===== src/rtl/edge_pkg.sv =====
// Shared types and defaults for the edge task path (DP decoder -> RS -> edge PEs).
package edge_pkg;

    localparam int EDGE_PKT_W      = 16;
    localparam int EDGE_MAX_ITER   = 4;
    localparam int EDGE_ITER_LSB   = 7;
    localparam int EDGE_STARVE_LIM = 15;
    localparam int WAIT_W          = $clog2(EDGE_STARVE_LIM + 1);

    typedef struct packed {
        logic                  valid;
        logic [EDGE_PKT_W-1:0] packet;
        logic [WAIT_W-1:0]     wait_cnt;
    } rs_entry_t;

    typedef struct packed {
        logic                  valid;
        logic [EDGE_PKT_W-1:0] packet;
    } dispatch_t;

endpackage


===== src/rtl/rs_age_select.sv =====
// Age matrix plus oldest-first selection of up to MAX_DISP candidates.
// Grants are combinational from registered age state; one-hot (or zero) per slot, slot 0 oldest.
module rs_age_select #(
    parameter int DEPTH    = 8,
    parameter int MAX_DISP = 2
) (
    input  logic                           clk,
    input  logic                           reset,
    input  logic                           enq,
    input  logic [DEPTH-1:0]               enq_oh,
    input  logic [DEPTH-1:0]               valid,
    input  logic [DEPTH-1:0]               cand,
    output logic [MAX_DISP-1:0][DEPTH-1:0] grant
);

    // older_than[i][j] = 1 when entry j was enqueued before entry i
    logic [DEPTH-1:0] older_than [DEPTH];
    logic [DEPTH-1:0] pool;

    always_ff @(posedge clk or posedge reset) begin
        if (reset) begin
            for (int i = 0; i < DEPTH; i++) older_than[i] <= '0;
        end else if (enq) begin
            for (int i = 0; i < DEPTH; i++) begin
                if (enq_oh[i]) older_than[i] <= valid;
                else           older_than[i] <= older_than[i] & ~enq_oh;
            end
        end
    end

    always_comb begin
        pool  = cand;
        grant = '0;
        for (int s = 0; s < MAX_DISP; s++) begin
            for (int i = 0; i < DEPTH; i++) begin
                if (pool[i] && ((older_than[i] & pool) == '0)) grant[s][i] = 1'b1;
            end
            pool = pool & ~grant[s];
        end
    end

endmodule


===== src/rtl/edge_task_rs.sv =====
// Reservation station buffering DP tasks and issuing up to MAX_DISP per cycle to idle edge PEs.
// Task enqueued at edge N can dispatch at edge N+1 (registered strobe); in_ready drops only when full.
module edge_task_rs
    import edge_pkg::*;
#(
    parameter int DEPTH      = 8,
    parameter int NUM_PE     = 4,
    parameter int PKT_W      = EDGE_PKT_W,
    parameter int MAX_ITER   = EDGE_MAX_ITER,
    parameter int ITER_LSB   = EDGE_ITER_LSB,
    parameter int MAX_DISP   = 2,
    parameter int STARVE_LIM = EDGE_STARVE_LIM
) (
    input  logic                          clk,
    input  logic                          reset,
    input  logic                          in_valid,
    output logic                          in_ready,
    input  logic [PKT_W-1:0]              in_packet,
    input  logic [$clog2(MAX_ITER)-1:0]   replay_iter,
    input  logic [NUM_PE-1:0]             pe_idle,
    input  logic [NUM_PE-1:0]             bank_busy,
    output logic [NUM_PE-1:0]             out_valid,
    output logic [NUM_PE*PKT_W-1:0]       out_packet,
    output logic                          rs_empty,
    output logic                          rs_full,
    output logic [$clog2(DEPTH+1)-1:0]    occupancy
);

    localparam int IW = $clog2(MAX_ITER);
    localparam int OW = $clog2(DEPTH + 1);

    rs_entry_t                     ent    [DEPTH];
    dispatch_t                     disp_q [NUM_PE];
    dispatch_t                     disp_d [NUM_PE];
    logic [DEPTH-1:0]              valid_vec;
    logic [DEPTH-1:0]              hot;
    logic [DEPTH-1:0]              cand;
    logic [DEPTH-1:0]              enq_oh;
    logic [DEPTH-1:0]              deq_mask;
    logic [MAX_DISP-1:0][DEPTH-1:0] grant;
    logic [NUM_PE-1:0]             elig;
    logic [NUM_PE-1:0]             rem;
    logic [NUM_PE-1:0]             pick_pe;
    logic                          enq;

    // Candidate set: iteration-mask hits and starved entries take precedence unless on the final pass
    always_comb begin
        valid_vec = '0;
        hot       = '0;
        for (int i = 0; i < DEPTH; i++) begin
            valid_vec[i] = ent[i].valid;
            if (ent[i].valid && (ent[i].wait_cnt == WAIT_W'(STARVE_LIM))) hot[i] = 1'b1;
            for (int m = 0; m < MAX_ITER - 1; m++) begin
                if (ent[i].valid && (replay_iter == IW'(m)) && ent[i].packet[ITER_LSB + m])
                    hot[i] = 1'b1;
            end
        end
        cand = valid_vec;
        if ((replay_iter != IW'(MAX_ITER - 1)) && (hot != '0)) cand = hot;
    end

    always_comb begin
        occupancy = '0;
        for (int i = 0; i < DEPTH; i++) occupancy = occupancy + OW'(valid_vec[i]);
    end

    assign rs_full  = (occupancy == OW'(DEPTH));
    assign rs_empty = (occupancy == '0);
    assign in_ready = !rs_full;
    assign enq      = in_valid && in_ready;
    assign enq_oh   = ~valid_vec & (valid_vec + DEPTH'(1));

    rs_age_select #(
        .DEPTH    (DEPTH),
        .MAX_DISP (MAX_DISP)
    ) u_age (
        .clk    (clk),
        .reset  (reset),
        .enq    (enq),
        .enq_oh (enq_oh),
        .valid  (valid_vec),
        .cand   (cand),
        .grant  (grant)
    );

    // Slot s pairs with the s-th eligible PE in ascending index order
    always_comb begin
        for (int j = 0; j < NUM_PE; j++) begin
            elig[j]   = pe_idle[j] && !bank_busy[j] && !disp_q[j].valid;
            disp_d[j] = '0;
        end
        rem      = elig;
        pick_pe  = '0;
        deq_mask = '0;
        for (int s = 0; s < MAX_DISP; s++) begin
            pick_pe = rem & (~rem + NUM_PE'(1));
            rem     = rem & ~pick_pe;
            for (int j = 0; j < NUM_PE; j++) begin
                if (pick_pe[j] && (grant[s] != '0)) begin
                    disp_d[j].valid = 1'b1;
                    for (int i = 0; i < DEPTH; i++)
                        if (grant[s][i]) disp_d[j].packet = ent[i].packet;
                end
            end
            if (pick_pe != '0) deq_mask = deq_mask | grant[s];
        end
    end

    always_ff @(posedge clk or posedge reset) begin
        if (reset) begin
            for (int i = 0; i < DEPTH; i++)  ent[i]    <= '0;
            for (int j = 0; j < NUM_PE; j++) disp_q[j] <= '0;
        end else begin
            for (int i = 0; i < DEPTH; i++) begin
                if (enq && enq_oh[i]) begin
                    ent[i].valid    <= 1'b1;
                    ent[i].packet   <= in_packet;
                    ent[i].wait_cnt <= '0;
                end else if (deq_mask[i]) begin
                    ent[i].valid <= 1'b0;
                end else if (ent[i].valid && (ent[i].wait_cnt != WAIT_W'(STARVE_LIM))) begin
                    ent[i].wait_cnt <= ent[i].wait_cnt + WAIT_W'(1);
                end
            end
            for (int j = 0; j < NUM_PE; j++) disp_q[j] <= disp_d[j];
        end
    end

    always_comb begin
        for (int j = 0; j < NUM_PE; j++) begin
            out_valid[j]                 = disp_q[j].valid;
            out_packet[j*PKT_W +: PKT_W] = disp_q[j].packet;
        end
    end

endmodule


===== config.mk =====
export PLATFORM = sky130hd
export DESIGN_NAME = edge_task_rs
export DESIGN_NICKNAME = d
export VERILOG_FILES = /design/src/rtl/edge_pkg.sv /design/src/rtl/rs_age_select.sv /design/src/rtl/edge_task_rs.sv
export SDC_FILE = /design/constraint.sdc
export NUM_CORES = 1
export LEC_CHECK = 0
export ABC_CLOCK_PERIOD_IN_PS = 25800
export CAP_MARGIN = 20
export CORE_AREA = 2 2 207 148
export DETAILED_ROUTE_END_ITERATION = 7
export DIE_AREA = 0 0 209 150
export HOLD_SLACK_MARGIN = 0.15
export PLACE_DENSITY_LB_ADDON = 0.15
export SETUP_SLACK_MARGIN = 0.15
export SYNTH_ARGS = -nofsm -noshare
export SYNTH_HDL_FRONTEND = slang
export SYNTH_SLANG_ARGS = --single-unit

===== constraint.sdc =====
create_clock -name clk -period 25.8 [get_ports clk]
set_input_delay 5.16 -clock clk [delete_from_list [all_inputs] [get_ports clk]]
set_output_delay 5.16 -clock clk [all_outputs]
set_load 0.01 [all_outputs]

==> results of run 1 <==
Yosys cell counts (24+ instances only):
cell,n
o221ai_1,24
a221oi_1,27
nor2_1,134
nand2_1,487
inv_1,33
a21oi_1,66
nand3b_1,27
dfrtp_1,300
o22ai_1,40
o21ai_0,52
buf_2,25
nand3_1,40
clkbuf_1,87
nor3_1,30
kinds of logic after synthesis:
logic type	Yosys count
AOI/OAI and AO/OA	427
xor gates and xnor gates	17
adders and majority gates	16
buffers and inverters	152
DFF	300
muxes	38
and+or+nand+nor	862
through the flow:
stage,utilization (%),worst slack [ns],cells,hold WS [ns],cell area (um^2)
after floorplan,-,12.35,1812,0.447,16000
after global placement,58.7,14.02,2210,0.462,17300
after detailed placement,58.8,13.74,2212,0.466,17300
after CTS,62.5,14.31,2268,0.482,18400
after global routing,62.7,14.14,2274,0.499,18500
per-layer routing:
layer	global-route usage, %
met5	0
met4	13.0
met3	11.3
met2	55.4
met1	56.1
==> results.ini, run 1 <==
[outcome]
status = aborted with a tool error
lastStage = detailed routing (5_2_route)
stop_error = Error: net135 11 pin not visited #guides = 164

[synth]
synth_seq_cells = 300
synth-edff-count = 0
ys.flop_type = dfrtp_1
yosysSeqAreaShare_pct = 46.9
synthMuxAreaShare_pct = 2.60
synth_top_cell_by_area = dfrtp_1
synth-compound-area-share_pct = 20.0
async_reset_ff_share_pct = 100
syn_area_mm2 = 0.0160
synth.distinct_cells = 85
yosys.area_share.simple_pct = 24.3
synth_top_area_share_pct = 46.9
synthAdderAreaFrac_pct = 1.42
yosysWarnings = 0
synth_cells = 1812
synth-xor-area-share_pct = 0.930
avgSynthCellArea_um2 = 8.83
syn_nets = 1856
synth_top_family_by_area = simple AND/OR/NAND/NOR gates
synthTopCellsByArea = dfrtp_1, nand2_1, nor2_1

[cts]
htree_num_levels = 1
postCtsSetupRepairBufs = 0
clockBufferDepth = 3
clock-sinks = 300
post_cts_resize_count = 0
hold_buffers = 0
numCtsBuffers = 30
root_buffer = clkbuf_16

[global_routing]
grt_overflow = 0
grt_pass1_vias = 14700
grt_max_degree = 170
grt_pass1_wl_mm = 91.3
antenna_found_initial = 0
grtUsageTotal_pct = 38.7

[die]
initial_core_util_pct = 54.2
die_w_um = 209
die_y_um = 150
ioPinCount = 104
rows = 53

[placement]
port_buffers = 103
hpwl_mm = 40.8
gp_congestion = 1.06

==> run 2, diff against run 1 <==
--- a/config.mk
+++ b/config.mk
@@ -7,12 +7,10 @@
 export LEC_CHECK = 0
 export ABC_CLOCK_PERIOD_IN_PS = 25800
 export CAP_MARGIN = 20
-export CORE_AREA = 2 2 207 148
+export CORE_AREA = 2 2 204 206
 export DETAILED_ROUTE_END_ITERATION = 7
-export DIE_AREA = 0 0 209 150
-export HOLD_SLACK_MARGIN = 0.15
+export DIE_AREA = 0 0 206 208
 export PLACE_DENSITY_LB_ADDON = 0.15
-export SETUP_SLACK_MARGIN = 0.15
 export SYNTH_ARGS = -nofsm -noshare
 export SYNTH_HDL_FRONTEND = slang
 export SYNTH_SLANG_ARGS = --single-unit
==> results.ini, run 2 <==
[drt]
vias_per_cell = 6.19
drtIter0Drc = 1821
drc_errors = 0
firstDrtPassIters = 8
post_drt_wl_per_cell_um = 27.1
detail-route-antenna-nets = 0
routed_wl_mm = 66.0
via_count = 15100

[power_and_ir_drop]
swShare_pct = 44.9
seq_power_share_pct = 32.3
vdd_ir_drop_max_mv = 0.153
p_sw_mw = 1.05
p_int_mw = 1.29
pwr-share-clk_pct = 22.2
p_leak_nw = 8.63
power_mw = 2.34
power.density_mw_per_mm2 = 124
pwr-share-comb_pct = 45.5

[timing]
max-slew-margin-rel_pct = 23.0
rsz0062_at_grt = no
fin_skew_ns = 0.0232
period_minus_slack_ns = 11.78
worst_pin_slew_ns = 1.15
final_hold_viol_count = 0
clock.fmax_mhz = 84.9
maxSlewViolCount = 0
final.setup.tns_ns = 0
setup_viol = 0
holdWs_ns = 0.487
period_share_pct = 45.7

[placement]
postPlaceCellArea_mm2 = 0.0176
gp_congestion = 0.982
port_buffers = 103
dp.cells = 2369
hpwl_mm = 45.3

[cts]
cts_tree = done
post_cts_resize_count = 0
clock-sinks = 300
clockBufferDepth = 3
postCtsSetupRepairBufs = 0
clk_pin_slew_ns = 0.06
hold_buffers = 0
root_buffer = clkbuf_16
clock_latency_ns = 0.56
htree_num_levels = 2
numCtsBuffers = 36

[global_routing]
grt_pass1_wl_mm = 98.6
grt_pass1_vias = 15000
grt_max_degree = 81
antenna_found_initial = 1
grt_overflow = 0
grtUsageTotal_pct = 31.1

[finish]
area_delta_synth_final_pct = 17.8
largest_register = ent
final_common_cell = nand2_1
layout_common_cells = nand2_1, dfrtp_1, nor2_1
instances_no_fill = 2434
nFillCells = 3914
largest_reg_flops = 168
fin_nets = 1923
layout.cell_area.non_filler_mm2 = 0.0189
antenna_cells = 0
layout-drive-gt1-share_pct = 9.57

[synth]
yosys.area_share.simple_pct = 24.3
synth_top_cell_by_area = dfrtp_1
yosys-top-cells-count = nand2_1, dfrtp_1, nor2_1
synth_cells = 1812
syn_area_mm2 = 0.0160
synth-edff-count = 0
synth.distinct_cells = 85
synth-compound-area-share_pct = 20.0
ys.flop_type = dfrtp_1
yosysSeqAreaShare_pct = 46.9
synth_seq_cells = 300
synthAdderAreaFrac_pct = 1.42
synthMuxAreaShare_pct = 2.60
synth_top_area_share_pct = 46.9
avgSynthCellArea_um2 = 8.83
synth_top_family_by_area = simple AND/OR/NAND/NOR gates
syn_nets = 1856
synthTopCellsByArea = dfrtp_1, nand2_1, nor2_1
synth-xor-area-share_pct = 0.930
yosysWarnings = 0
async_reset_ff_share_pct = 100
synth_most_common_cell = nand2_1

[die]
coreArea_mm2 = 0.0406
die_w_um = 206
die_y_um = 208
ioPinCount = 104
initial_core_util_pct = 39.5
dieArea_mm2 = 0.0428
rows = 74

[worst_setup_path]
endpoint_kind = flop
critical_path_arrival_ns = 12.20
cp.depth = 15
crit_buf_inv = 2
worstSetupPathType = input pin to flop
crit_top_cell = nor2_1
cp_slowest_cell = clkdlybuf4s50_1
cp.required_ns = 26.22
slowest_delay_ns = 0.97
cp_top_family = compound AO/OA/AOI/OAI gates
worst_setup_path_start_kind = input pin
worstPathMaxFanout = 39
rr_worst_depth = 14
cp_cell_sequence = clkdlybuf4s50_1, mux2i_1, o211ai_1, a2111oi_4, a21oi_2, nor2_1, a221oi_2, a21boi_1, a22oi_1, nand3_1, buf_4, nand4_1, o21ai_2, nor2_1, a221o_1

[hold_path]
hold_path_class = flop to flop
hold_depth = 1

[job]
cap_violations = 0

[outcome]
status = completed

run 2: cell counts after synthesis:
No cell type changed its count.
run 2: final timing paths:
kind                                                  startpoint  slack, ns                                to
min in group asynchronous                                  reset       5.09              ent[102]$_DFFE_PP0P_
max in group asynchronous                                  reset      18.76               ent[23]$_DFFE_PP0P_
worst min-delay path            u_age.older_than[12]$_DFFE_PP0P_       0.49  u_age.older_than[12]$_DFFE_PP0P_
worst max-delay path                              replay_iter[1]      14.02          out_packet[27]$_DFF_PP0_
worst max register to register              ent[167]$_DFFE_PP0P_      18.88          out_packet[27]$_DFF_PP0_
worst min register to register  u_age.older_than[12]$_DFFE_PP0P_       0.49  u_age.older_than[12]$_DFFE_PP0P_
run 2: routing by layer:
metal | GRT usage [%] | part of all wire [%]
met1 | 39.9 | 40
met2 | 48.8 | 46
met3 | 6.64 | 8.5
met4 | 16.9 | 6.1
met5 | 0 | 0
run 2: power by group through the flow:
| stage | registers, mW | logic, mW | clock network [mW] |
|---|---|---|---|
| floorplan | 0.704 | 0.634 | 0 |
| global placement | 0.757 | 1.03 | 0 |
| detailed placement | 0.756 | 1.04 | 0 |
| CTS | 0.749 | 1.04 | 0.526 |
| global route | 0.765 | 1.14 | 0.547 |
| finish | 0.756 | 1.06 | 0.518 |
run 2: per-stage QoR:
stage                     utilization (%)  worst slack [ns]
after floorplan                         -             12.35
after CTS                            46.3             14.26
after global routing                 46.5             13.78
after detailed placement             43.4             13.71
after global placement               43.3             14.08
final                                46.5             14.02
run 2: kinds of logic (layout without fill, tap and decap cells):
| family | after synthesis | count (layout) |
|---|---|---|
| flops | 300 | 300 |
| buf+inv | 152 | 242 |
| simple gates | 862 | 862 |
| mux | 38 | 38 |
| compound gates | 427 | 427 |
| fa+ha+maj | 16 | 16 |
| xor+xnor | 17 | 17 |
run 2: area by class of cell:
class                           instances  area [um^2]  area share (%)
Clock buffer                           55         1090            5.81
Timing Repair Buffer                  147         1410            7.49
Clock inverter                          6         93.8           0.498
Inverter                               34          135           0.717
Multi-Input combinational cell       1360         7950            42.1
Sequential cell                       300         7510            39.8
Tap cell                              532          666            3.53
No activity file was read; power rests on OpenSTA's default activity.
==> edit (config.mk and constraints of run 2) <==
`MAX_DISP` is set to 2 in 2 places; all go to 1.
--- a/src/rtl/rs_age_select.sv
+++ b/src/rtl/rs_age_select.sv
@@ -3,5 +3,5 @@
 module rs_age_select #(
     parameter int DEPTH    = 8,
-    parameter int MAX_DISP = 2
+    parameter int MAX_DISP = 1
 ) (
     input  logic                           clk,
--- a/src/rtl/edge_task_rs.sv
+++ b/src/rtl/edge_task_rs.sv
@@ -9,5 +9,5 @@
     parameter int MAX_ITER   = EDGE_MAX_ITER,
     parameter int ITER_LSB   = EDGE_ITER_LSB,
-    parameter int MAX_DISP   = 2,
+    parameter int MAX_DISP   = 1,
     parameter int STARVE_LIM = EDGE_STARVE_LIM
 ) (
Behaviour: not the same (Yosys sat finds a counterexample within 4 cycles, from zero or initial values and one cycle with reset high).
==> edit against run 2 <==
Final area fell by 11%; count of clock-buffer cells in the layout did not move; combinational power fell by 17%; wire length fell by 34%; worst setup slack improved by 1.5 ns; power fell by 9.7%; area after synthesis fell by 13%; sequential cell count did not move; clock power barely moved; first-iteration DRC count fell by 42%.
==> edit: results (changes against run 2) <==
Status:
- The flow ran to the end, and the final reports show no timing, DRC or antenna violations.

Logic synthesis:
- By area the synthesized netlist is led by dfrtp_1 54%, nand2_1 8.6%, a211oi_1 4.6%.
- The unique cell type count in the Yosys netlist is 71 (-16%).
- The commonest cells after synthesis are 319 x nand2_1, 300 x dfrtp_1, 96 x nor2_1.
- The register area share after synthesis is 0.541 (+0.0718).
- The instance count of the mapped netlist was 1,359 (-25%).

Detailed routing:
- The iteration-0 DRC count of the detailed router came to 1,050 (-42%).
- The number of detailed-routing iterations run before antenna repair is 6 (-2).
- The detailed-route wire length is 43,500 um (-34%).
- The detailed-route vias per instance is 5.44 (-12%).

Global route:
- The initial antenna violation count is 0 (-1).
- The via count of the first global-routing pass is 10,800 (-28%).
- The global routing usage summed across all routing layers is 0.206 (-0.105).

Min path:
- The worst hold path begins at ent[164].

Worst setup path:
- The last element of the critical path is out_packet[5].
- The worst endpoint data arrival time is 10.60 ns (-1.60 ns).
- The critical register-to-register path startpoint is ent[125].

Layout:
- The fraction of area in clock buffers and inverters is 0.0724 (+0.00936).
- The sequential share of cell area is 0.449 (+0.0506).
- The layout multi-input combinational cell count is 950 (-30%).
- The number of inserted filler cells in the final layout is 3,986 (+1.8%).
- The share of cell area taken by multi-input logic gates is 0.355 (-0.0662).

Power:
- The largest vdd supply drop is 164 uV (+7.1%).
- The power share of the combinational group is 0.416 (-0.039).
- The leakage power summed over all cells was 7.67 nW (-11%).

Place:
- The instance count after placement with tap cells included is 1,946 (-18%).
- The post-placement cell area is 15,500 sq um (-12%).
- The final weighted congestion in routability-driven placement was 0.925 (-5.8%).
edit: cell count changes after synthesis, sizes merged, moves of 18 or more:
cell / change
a211oi: +77
a21oi: -46
a31o: -27
clkbuf: -35
mux2: +18
nand2: -168
nand3: -19
nor2: -42
o21ai: -39
o221ai: -24
o22ai: -31
edit: kinds of logic (layout without fill, tap and decap cells):
logic type | Yosys count | after routing | share of synthesized area
fa+ha+maj | 15 | 15 | 0.0157
flops | 300 | 300 | 0.541
simple gates | 561 | 561 | 0.182
buf+inv | 109 | 229 | 0.0347
mux | 61 | 61 | 0.0481
compound gates | 299 | 299 | 0.170
xor+xnor | 14 | 14 | 0.00883
edit: routing by layer:
| layer | vias to the layer above | part of all wire | GRT usage |
|---|---|---|---|
| met5 | - | 0 | 0 |
| met3 | 75 | 0.059 | 0.0316 |
| met1 | 5466 | 0.46 | 0.291 |
| met4 | 0 | 0.030 | 0.0732 |
| met2 | 367 | 0.46 | 0.320 |
| li1 | 5030 | - | - |
